**src/rtl/prog_loader_pkg.sv**
```systemverilog
// Shared definitions for the program loader: loader states, memory geometry
// and the base address the instruction memory is mapped at.
package prog_loader_pkg;

    localparam int unsigned IMEM_DEPTH = 2048;
    localparam int unsigned ADDR_W     = 11;
    localparam int unsigned BYTE_W     = 8;
    localparam int unsigned WORD_W     = 32;
    localparam int unsigned CNT_W      = 2;

    // PC of instruction-memory word 0
    localparam logic [WORD_W-1:0] TEXT_BASE = 32'h0040_0000;

    typedef enum logic [2:0] {
        RX_HDR  = 3'd0,
        RX_DATA = 3'd1,
        WRITE   = 3'd2,
        DONE    = 3'd3,
        ERROR   = 3'd4
    } state_t;

    // PC corresponding to an instruction-memory word index
    function automatic logic [WORD_W-1:0] word_to_pc(input logic [ADDR_W-1:0] idx);
        return TEXT_BASE + WORD_W'({idx, 2'b00});
    endfunction

endpackage

```
**src/rtl/prog_loader_byte_assembler.sv**
```systemverilog
// Little-endian byte-to-word assembler.
// Ports:
//   clk_in          - clock
//   reset           - asynchronous active-high reset
//   accept          - a byte transfer happens on this edge
//   byte_data       - the byte being transferred
//   word_c          - full word including the byte currently presented
//                     (meaningful when word_complete_c is high)
//   word_complete_c - the 4th byte of a word is being accepted this cycle
module byte_assembler
    import prog_loader_pkg::*;
(
    input  logic              clk_in,
    input  logic              reset,
    input  logic              accept,
    input  logic [BYTE_W-1:0] byte_data,
    output logic [WORD_W-1:0] word_c,
    output logic              word_complete_c
);

    localparam int unsigned HOLD_W = WORD_W - BYTE_W;

    logic [CNT_W-1:0]  byte_cnt;
    // Only the three earlier bytes need storage; the 4th is used straight
    // from the input so the word is usable on its acceptance edge.
    logic [HOLD_W-1:0] hold;

    // Byte counter wraps 3 -> 0; a byte_valid gap simply leaves both untouched
    always_ff @(posedge clk_in or posedge reset) begin
        if (reset) begin
            byte_cnt <= '0;
            hold     <= '0;
        end else if (accept) begin
            byte_cnt <= byte_cnt + CNT_W'(1);
            hold     <= {byte_data, hold[HOLD_W-1:BYTE_W]};
        end
    end

    // First byte received ends up in bits 7:0
    assign word_c          = {byte_data, hold};
    assign word_complete_c = accept && (byte_cnt == CNT_W'(3));

endmodule

```
**src/rtl/prog_loader.sv**
```systemverilog
// Boot-time program loader: receives a byte stream (4-byte little-endian
// word count N followed by N little-endian words), writes the words to
// instruction memory starting at index 0 and releases the CPU reset once
// the whole program has been written.
// Ports:
//   clk_in     - clock, all state updates on rising edge
//   reset      - asynchronous active-high reset
//   byte_valid - incoming program byte present
//   byte_data  - incoming program byte
//   byte_ready - loader accepts a byte (transfer when valid && ready)
//   imem_we    - instruction-memory write strobe (one cycle per word)
//   imem_addr  - instruction-memory word index (0 = TEXT_BASE)
//   imem_wdata - word to be written
//   cpu_rst    - CPU reset, held until the load completes
//   load_done  - load completed successfully
//   load_err   - header word count exceeded the memory depth
module prog_loader #(
    parameter int unsigned IMEM_DEPTH = prog_loader_pkg::IMEM_DEPTH,
    parameter int unsigned ADDR_W     = prog_loader_pkg::ADDR_W
) (
    input  logic              clk_in,
    input  logic              reset,
    input  logic              byte_valid,
    input  logic [7:0]        byte_data,
    output logic              byte_ready,
    output logic              imem_we,
    output logic [ADDR_W-1:0] imem_addr,
    output logic [31:0]       imem_wdata,
    output logic              cpu_rst,
    output logic              load_done,
    output logic              load_err
);

    import prog_loader_pkg::*;

    // One extra bit so that N = IMEM_DEPTH fits
    localparam int unsigned IDX_W = ADDR_W + 1;

    state_t            state;
    state_t            nxt;
    logic [IDX_W-1:0]  word_idx;
    logic [IDX_W-1:0]  n_words;
    logic              accept_c;
    logic [WORD_W-1:0] word_c;
    logic              word_complete_c;
    logic              last_word_c;

    assign accept_c    = byte_valid && byte_ready;
    assign last_word_c = (word_idx + IDX_W'(1)) == n_words;

    byte_assembler u_asm (
        .clk_in          (clk_in),
        .reset           (reset),
        .accept          (accept_c),
        .byte_data       (byte_data),
        .word_c          (word_c),
        .word_complete_c (word_complete_c)
    );

    // Next-state decode
    always_comb begin
        nxt = state;
        unique case (state)
            RX_HDR: begin
                if (word_complete_c) begin
                    if (word_c == '0) begin
                        nxt = DONE;
                    end else if (word_c > WORD_W'(IMEM_DEPTH)) begin
                        nxt = ERROR;
                    end else begin
                        nxt = RX_DATA;
                    end
                end
            end
            RX_DATA: begin
                if (word_complete_c) begin
                    nxt = WRITE;
                end
            end
            WRITE: begin
                nxt = last_word_c ? DONE : RX_DATA;
            end
            DONE:    nxt = DONE;
            ERROR:   nxt = ERROR;
            default: nxt = RX_HDR;
        endcase
    end

    // State, datapath and outputs; outputs are decoded from the next state
    // so they are registered yet line up with the state they belong to.
    always_ff @(posedge clk_in or posedge reset) begin
        if (reset) begin
            state      <= RX_HDR;
            word_idx   <= '0;
            n_words    <= '0;
            byte_ready <= 1'b1;
            imem_we    <= 1'b0;
            imem_addr  <= '0;
            imem_wdata <= '0;
            cpu_rst    <= 1'b1;
            load_done  <= 1'b0;
            load_err   <= 1'b0;
        end else begin
            state      <= nxt;
            byte_ready <= (nxt == RX_HDR) || (nxt == RX_DATA);
            imem_we    <= (nxt == WRITE);
            cpu_rst    <= (nxt != DONE);
            load_done  <= (nxt == DONE);
            load_err   <= (nxt == ERROR);

            if ((state == RX_HDR) && word_complete_c) begin
                n_words <= IDX_W'(word_c);
            end

            // Address/data captured only when a word completes, so they
            // stay stable outside the WRITE cycle.
            if ((state == RX_DATA) && word_complete_c) begin
                imem_wdata <= word_c;
                imem_addr  <= word_idx[ADDR_W-1:0];
            end

            if ((state == WRITE) && !last_word_c) begin
                word_idx <= word_idx + IDX_W'(1);
            end
        end
    end

endmodule

```
**config.mk**
```make
export PLATFORM = sky130hd
export DESIGN_NAME = prog_loader
export DESIGN_NICKNAME = d
export VERILOG_FILES = /design/src/rtl/prog_loader_pkg.sv /design/src/rtl/prog_loader_byte_assembler.sv /design/src/rtl/prog_loader.sv
export SDC_FILE = /design/constraint.sdc
export NUM_CORES = 1
export LEC_CHECK = 0
export CORE_MARGIN = 1
export CORE_UTILIZATION = 30
export CTS_CLUSTER_SIZE = 28
export DETAILED_ROUTE_END_ITERATION = 8
export MAX_ROUTING_LAYER = met4
export PLACE_DENSITY_LB_ADDON = 0.3
export SYNTH_ARGS = -nofsm -noshare
export SYNTH_HDL_FRONTEND = slang
export SYNTH_SLANG_ARGS = --single-unit
```
**constraint.sdc**
```tcl
create_clock -name clk_in -period 6.1 [get_ports clk_in]
set_clock_uncertainty 0.05 [all_clocks]
set_input_delay 0.61 -clock clk_in [delete_from_list [all_inputs] [get_ports clk_in]]
set_output_delay 0.61 -clock clk_in [all_outputs]
set_load 0.01 [all_outputs]
```
==> results.txt <==
DR vias/cell = 4.852
Hold-fix buffer count after cts = 0
RSZ-0062 raised after global routing = false
Tightest Pin Transition = 1.097 ns
Initial antenna violation count = 0
Overflow after GRT = 0
TritonCTS clock tree = built
Placed cell count = 544
Total via count after detailed routing = 2,717
# resized after CTS = 0
Total core area = 14,040 um2
H-tree depth = 3
CP max FO = 12
Core Rows = 43
Layout overhead on the synthesized area = 24.29%
Worst-path cell chain = ha_1, nand3_2, nor3_2, xnor2_1, a2111oi_2, nand4_1, nand2_1, mux2_2
Starting Density = 31.00%
Slowest-stage cell, CP = sky130_fd_sc_hd__nand4_1
Sort of element at the start of the critical path = flip-flop
Maxcap violations = 0
Horiz. Die Dim = 122.5 um
Most area-consuming cells after synthesis = sky130_fd_sc_hd__dfrtp_1 57%, sky130_fd_sc_hd__mux2_2 20%, sky130_fd_sc_hd__xnor2_1 4.0%
Buffer type at the clock tree root = sky130_fd_sc_hd__clkbuf_16
Chip height = 122.5 um
Crit share post-route = 50.39%
Post-synthesis average cell area = 13.56 um2
Proportion of synthesized chip area in sequential cells = 58.12%
Number of buffers inserted by post-CTS setup repair = 0
Setup tns final = 0 ns
Number of port buffers = 58
Final critical-path required period = 3.074 ns
Worst-case vdd ir drop = 0.2208 mV
Final weighted congestion in routability-driven placement = 0.8885
TritonCTS sink count = 101
Number of enable-type register cells in the synthesized netlist = 0
ANT nets after route = 0
Area share of the largest cell type after synthesis = 56.91%
Setup CP Type = flip-flop to flip-flop
Leakage power of the design = 2.225 nW
Peak per-stage delay on the critical path = 0.56 ns
Final setup viols = 0
Clock transition at the register clock pins on the worst setup and hold paths after CTS = 0.07 ns
# DRC = 0
CTS Buf Count = 9
Sequential Area = 2530 um2
Highest achievable clock rate = 0.3253 GHz
Number of DRC markers after the initial detailed-route iteration = 89
Area of the die = 15,000 um2
Power density relative to cell area = 488.0 nW/um2
Half-perimeter wire length after placement = 6021 um
Critical Path RT = 6.28 ns
Outcome = complete, no violations
Footprint of the multi-input gates = 1724 um2
First-pass GRT wire length = 14,790 um
Type of the worst min-delay path = flip-flop to flip-flop
Worst-skew pair later-pin latency = 0.35 ns
Number of fill cells in the layout = 1,348
Number of storage elements in the synthesis netlist = 101
All-layer global routing usage = 13.17%
Number of cells in the finished layout apart from fillers = 560
Register-to-register setup slack = 3.03 ns
Slew Limit Headroom = 26.71%
Asr flop ratio synth = 100.0%
Post-Route WL = 8649 um
Post-synthesis net count = 334
Most used cells in the layout excluding fill and tap cells = 99 x sky130_fd_sc_hd__dfrtp_1, 79 x sky130_fd_sc_hd__mux2_2, 58 x sky130_fd_sc_hd__clkdlybuf4s50_1
Largest net degree at the start of global routing = 56
Area of the mapped netlist = 4353 um2
Number of hold violations in the final report = 0
Wire length per cell = 15.44 um
Final layout net count = 388
Synth Flop Type = sky130_fd_sc_hd__dfrtp_1
Number of distinct library cells after synthesis = 40
Total of warnings raised by yosys = 0
Fraction of final layout cells with drive strength greater than 1 = 28.68%
CP arrival = 3.26 ns
Cell taking the most area after synthesis = sky130_fd_sc_hd__dfrtp_1
Cells after Synth = 321
Clock tree buffer depth = 2
Inserted Diodes = 0
Initial DRT Pass Iterations = 4
Via count of the first global-routing pass = 2,806
Commonest non-fill, non-tap cell in the layout = sky130_fd_sc_hd__dfrtp_1
Nature of the critical path endpoint = flip-flop
Slew Viols, Final = 0
Number of placed I/O pins = 59
==> Yosys cell counts (3+ instances only) <==
library cell               number
sky130_fd_sc_hd__nand3_1       16
sky130_fd_sc_hd__o21ai_0        3
sky130_fd_sc_hd__inv_1          5
sky130_fd_sc_hd__and3_1         3
sky130_fd_sc_hd__xnor2_1       20
sky130_fd_sc_hd__nand2b_1       4
sky130_fd_sc_hd__mux2_2        79
sky130_fd_sc_hd__nor3_1         7
sky130_fd_sc_hd__nor2_1        11
sky130_fd_sc_hd__xor2_1         5
sky130_fd_sc_hd__nand2_1        7
sky130_fd_sc_hd__nor4_1         7
sky130_fd_sc_hd__a211oi_1       3
sky130_fd_sc_hd__buf_2          8
sky130_fd_sc_hd__clkbuf_1       7
sky130_fd_sc_hd__a21oi_1        5
sky130_fd_sc_hd__dfrtp_1       99
sky130_fd_sc_hd__buf_4          3
==> per-stage QoR <==
stage               total power, mW  cell area (um2)  utilization [%]  hold slack [ns]  setup WS, ns
finish                        2.640             5410            38.53           0.4342         3.026
global route                  2.813             5410            38.53           0.4444         2.781
CTS                           2.679             5410            38.53           0.4354         3.045
detailed placement            2.082             5104            36.35           0.4248         2.889
global placement              2.056             5104            36.35           0.4197         2.969
floorplan                     1.657             4353                -           0.4028         2.796
==> report_power, final <==
part | leakage [nW] | internal, mW | switching (mW) | total (mW)
clock network | 0.146 | 0.324 | 0.259 | 0.584
registers | 1.25 | 0.936 | 0.246 | 1.18
logic | 0.825 | 0.544 | 0.329 | 0.873
total | 2.22 | 1.81 | 0.835 | 2.64
==> flip-flops by register name, indices dropped and copies added, names as in the netlist <==
register	cells
state	3
load_err	1
load_done	1
n_words	12
u_asm.byte_cnt	2
word_idx	12
imem_wdata	32
imem_we	1
imem_addr	11
cpu_rst	1
u_asm.hold	24
byte_ready	1
==> layer usage <==
| layer | track usage [%] | wire length, um | vias to the layer above |
|---|---|---|---|
| li1 | - | - | 1263 |
| met1 | 16.76 | 4005 | 1382 |
| met2 | 20.37 | 4150 | 59 |
| met3 | 2.509 | 305 | 13 |
| met4 | 5.869 | 187 | 0 |
| met5 | - | 0 | - |
==> logic make-up (layout without fill, tap and decap cells) <==
group | Yosys count | after routing | synth area share, %
flops | 101 | 101 | 58.12
mux | 81 | 81 | 20.95
simple gates | 69 | 69 | 9.054
xor+xnor | 25 | 25 | 5.030
buf+inv | 23 | 82 | 2.472
compound gates | 20 | 20 | 3.794
fa+ha+maj | 2 | 2 | 0.5748
==> cell type report <==
cell class,count,area share [%]
well taps,180,4.163
clock inverters,7,1.503
inverters,5,0.3932
repair buffers,61,11.15
flip-flops and latches,101,46.76
multi-input cells,197,31.87
clock buffers,9,4.163
==> worst paths after layout <==
kind	to	cells after the start	start
max	word_idx[1]$_DFFE_PP0P_	8	word_idx[0]$_DFFE_PP0P_
min	u_asm.byte_cnt[0]$_DFFE_PP0P_	1	u_asm.byte_cnt[0]$_DFFE_PP0P_
max reg2reg	word_idx[1]$_DFFE_PP0P_	8	word_idx[0]$_DFFE_PP0P_
min reg2reg	u_asm.byte_cnt[0]$_DFFE_PP0P_	1	u_asm.byte_cnt[0]$_DFFE_PP0P_
max in group asynchronous	word_idx[2]$_DFFE_PP0P_	3	reset
min in group asynchronous	imem_wdata[21]$_DFFE_PP0P_	2	reset
==> critical path: cells and delay by family, from the launching register on <==
kind,cells,cell delay [ns]
muxes,1,0.36
DFF,1,0.54
adders and majority gates,1,0.31
and+or+nand+nor,4,1.27
xor gates and xnor gates,1,0.13
AOI/OAI and AO/OA,1,0.31
Power figures use the tool's default switching activity.
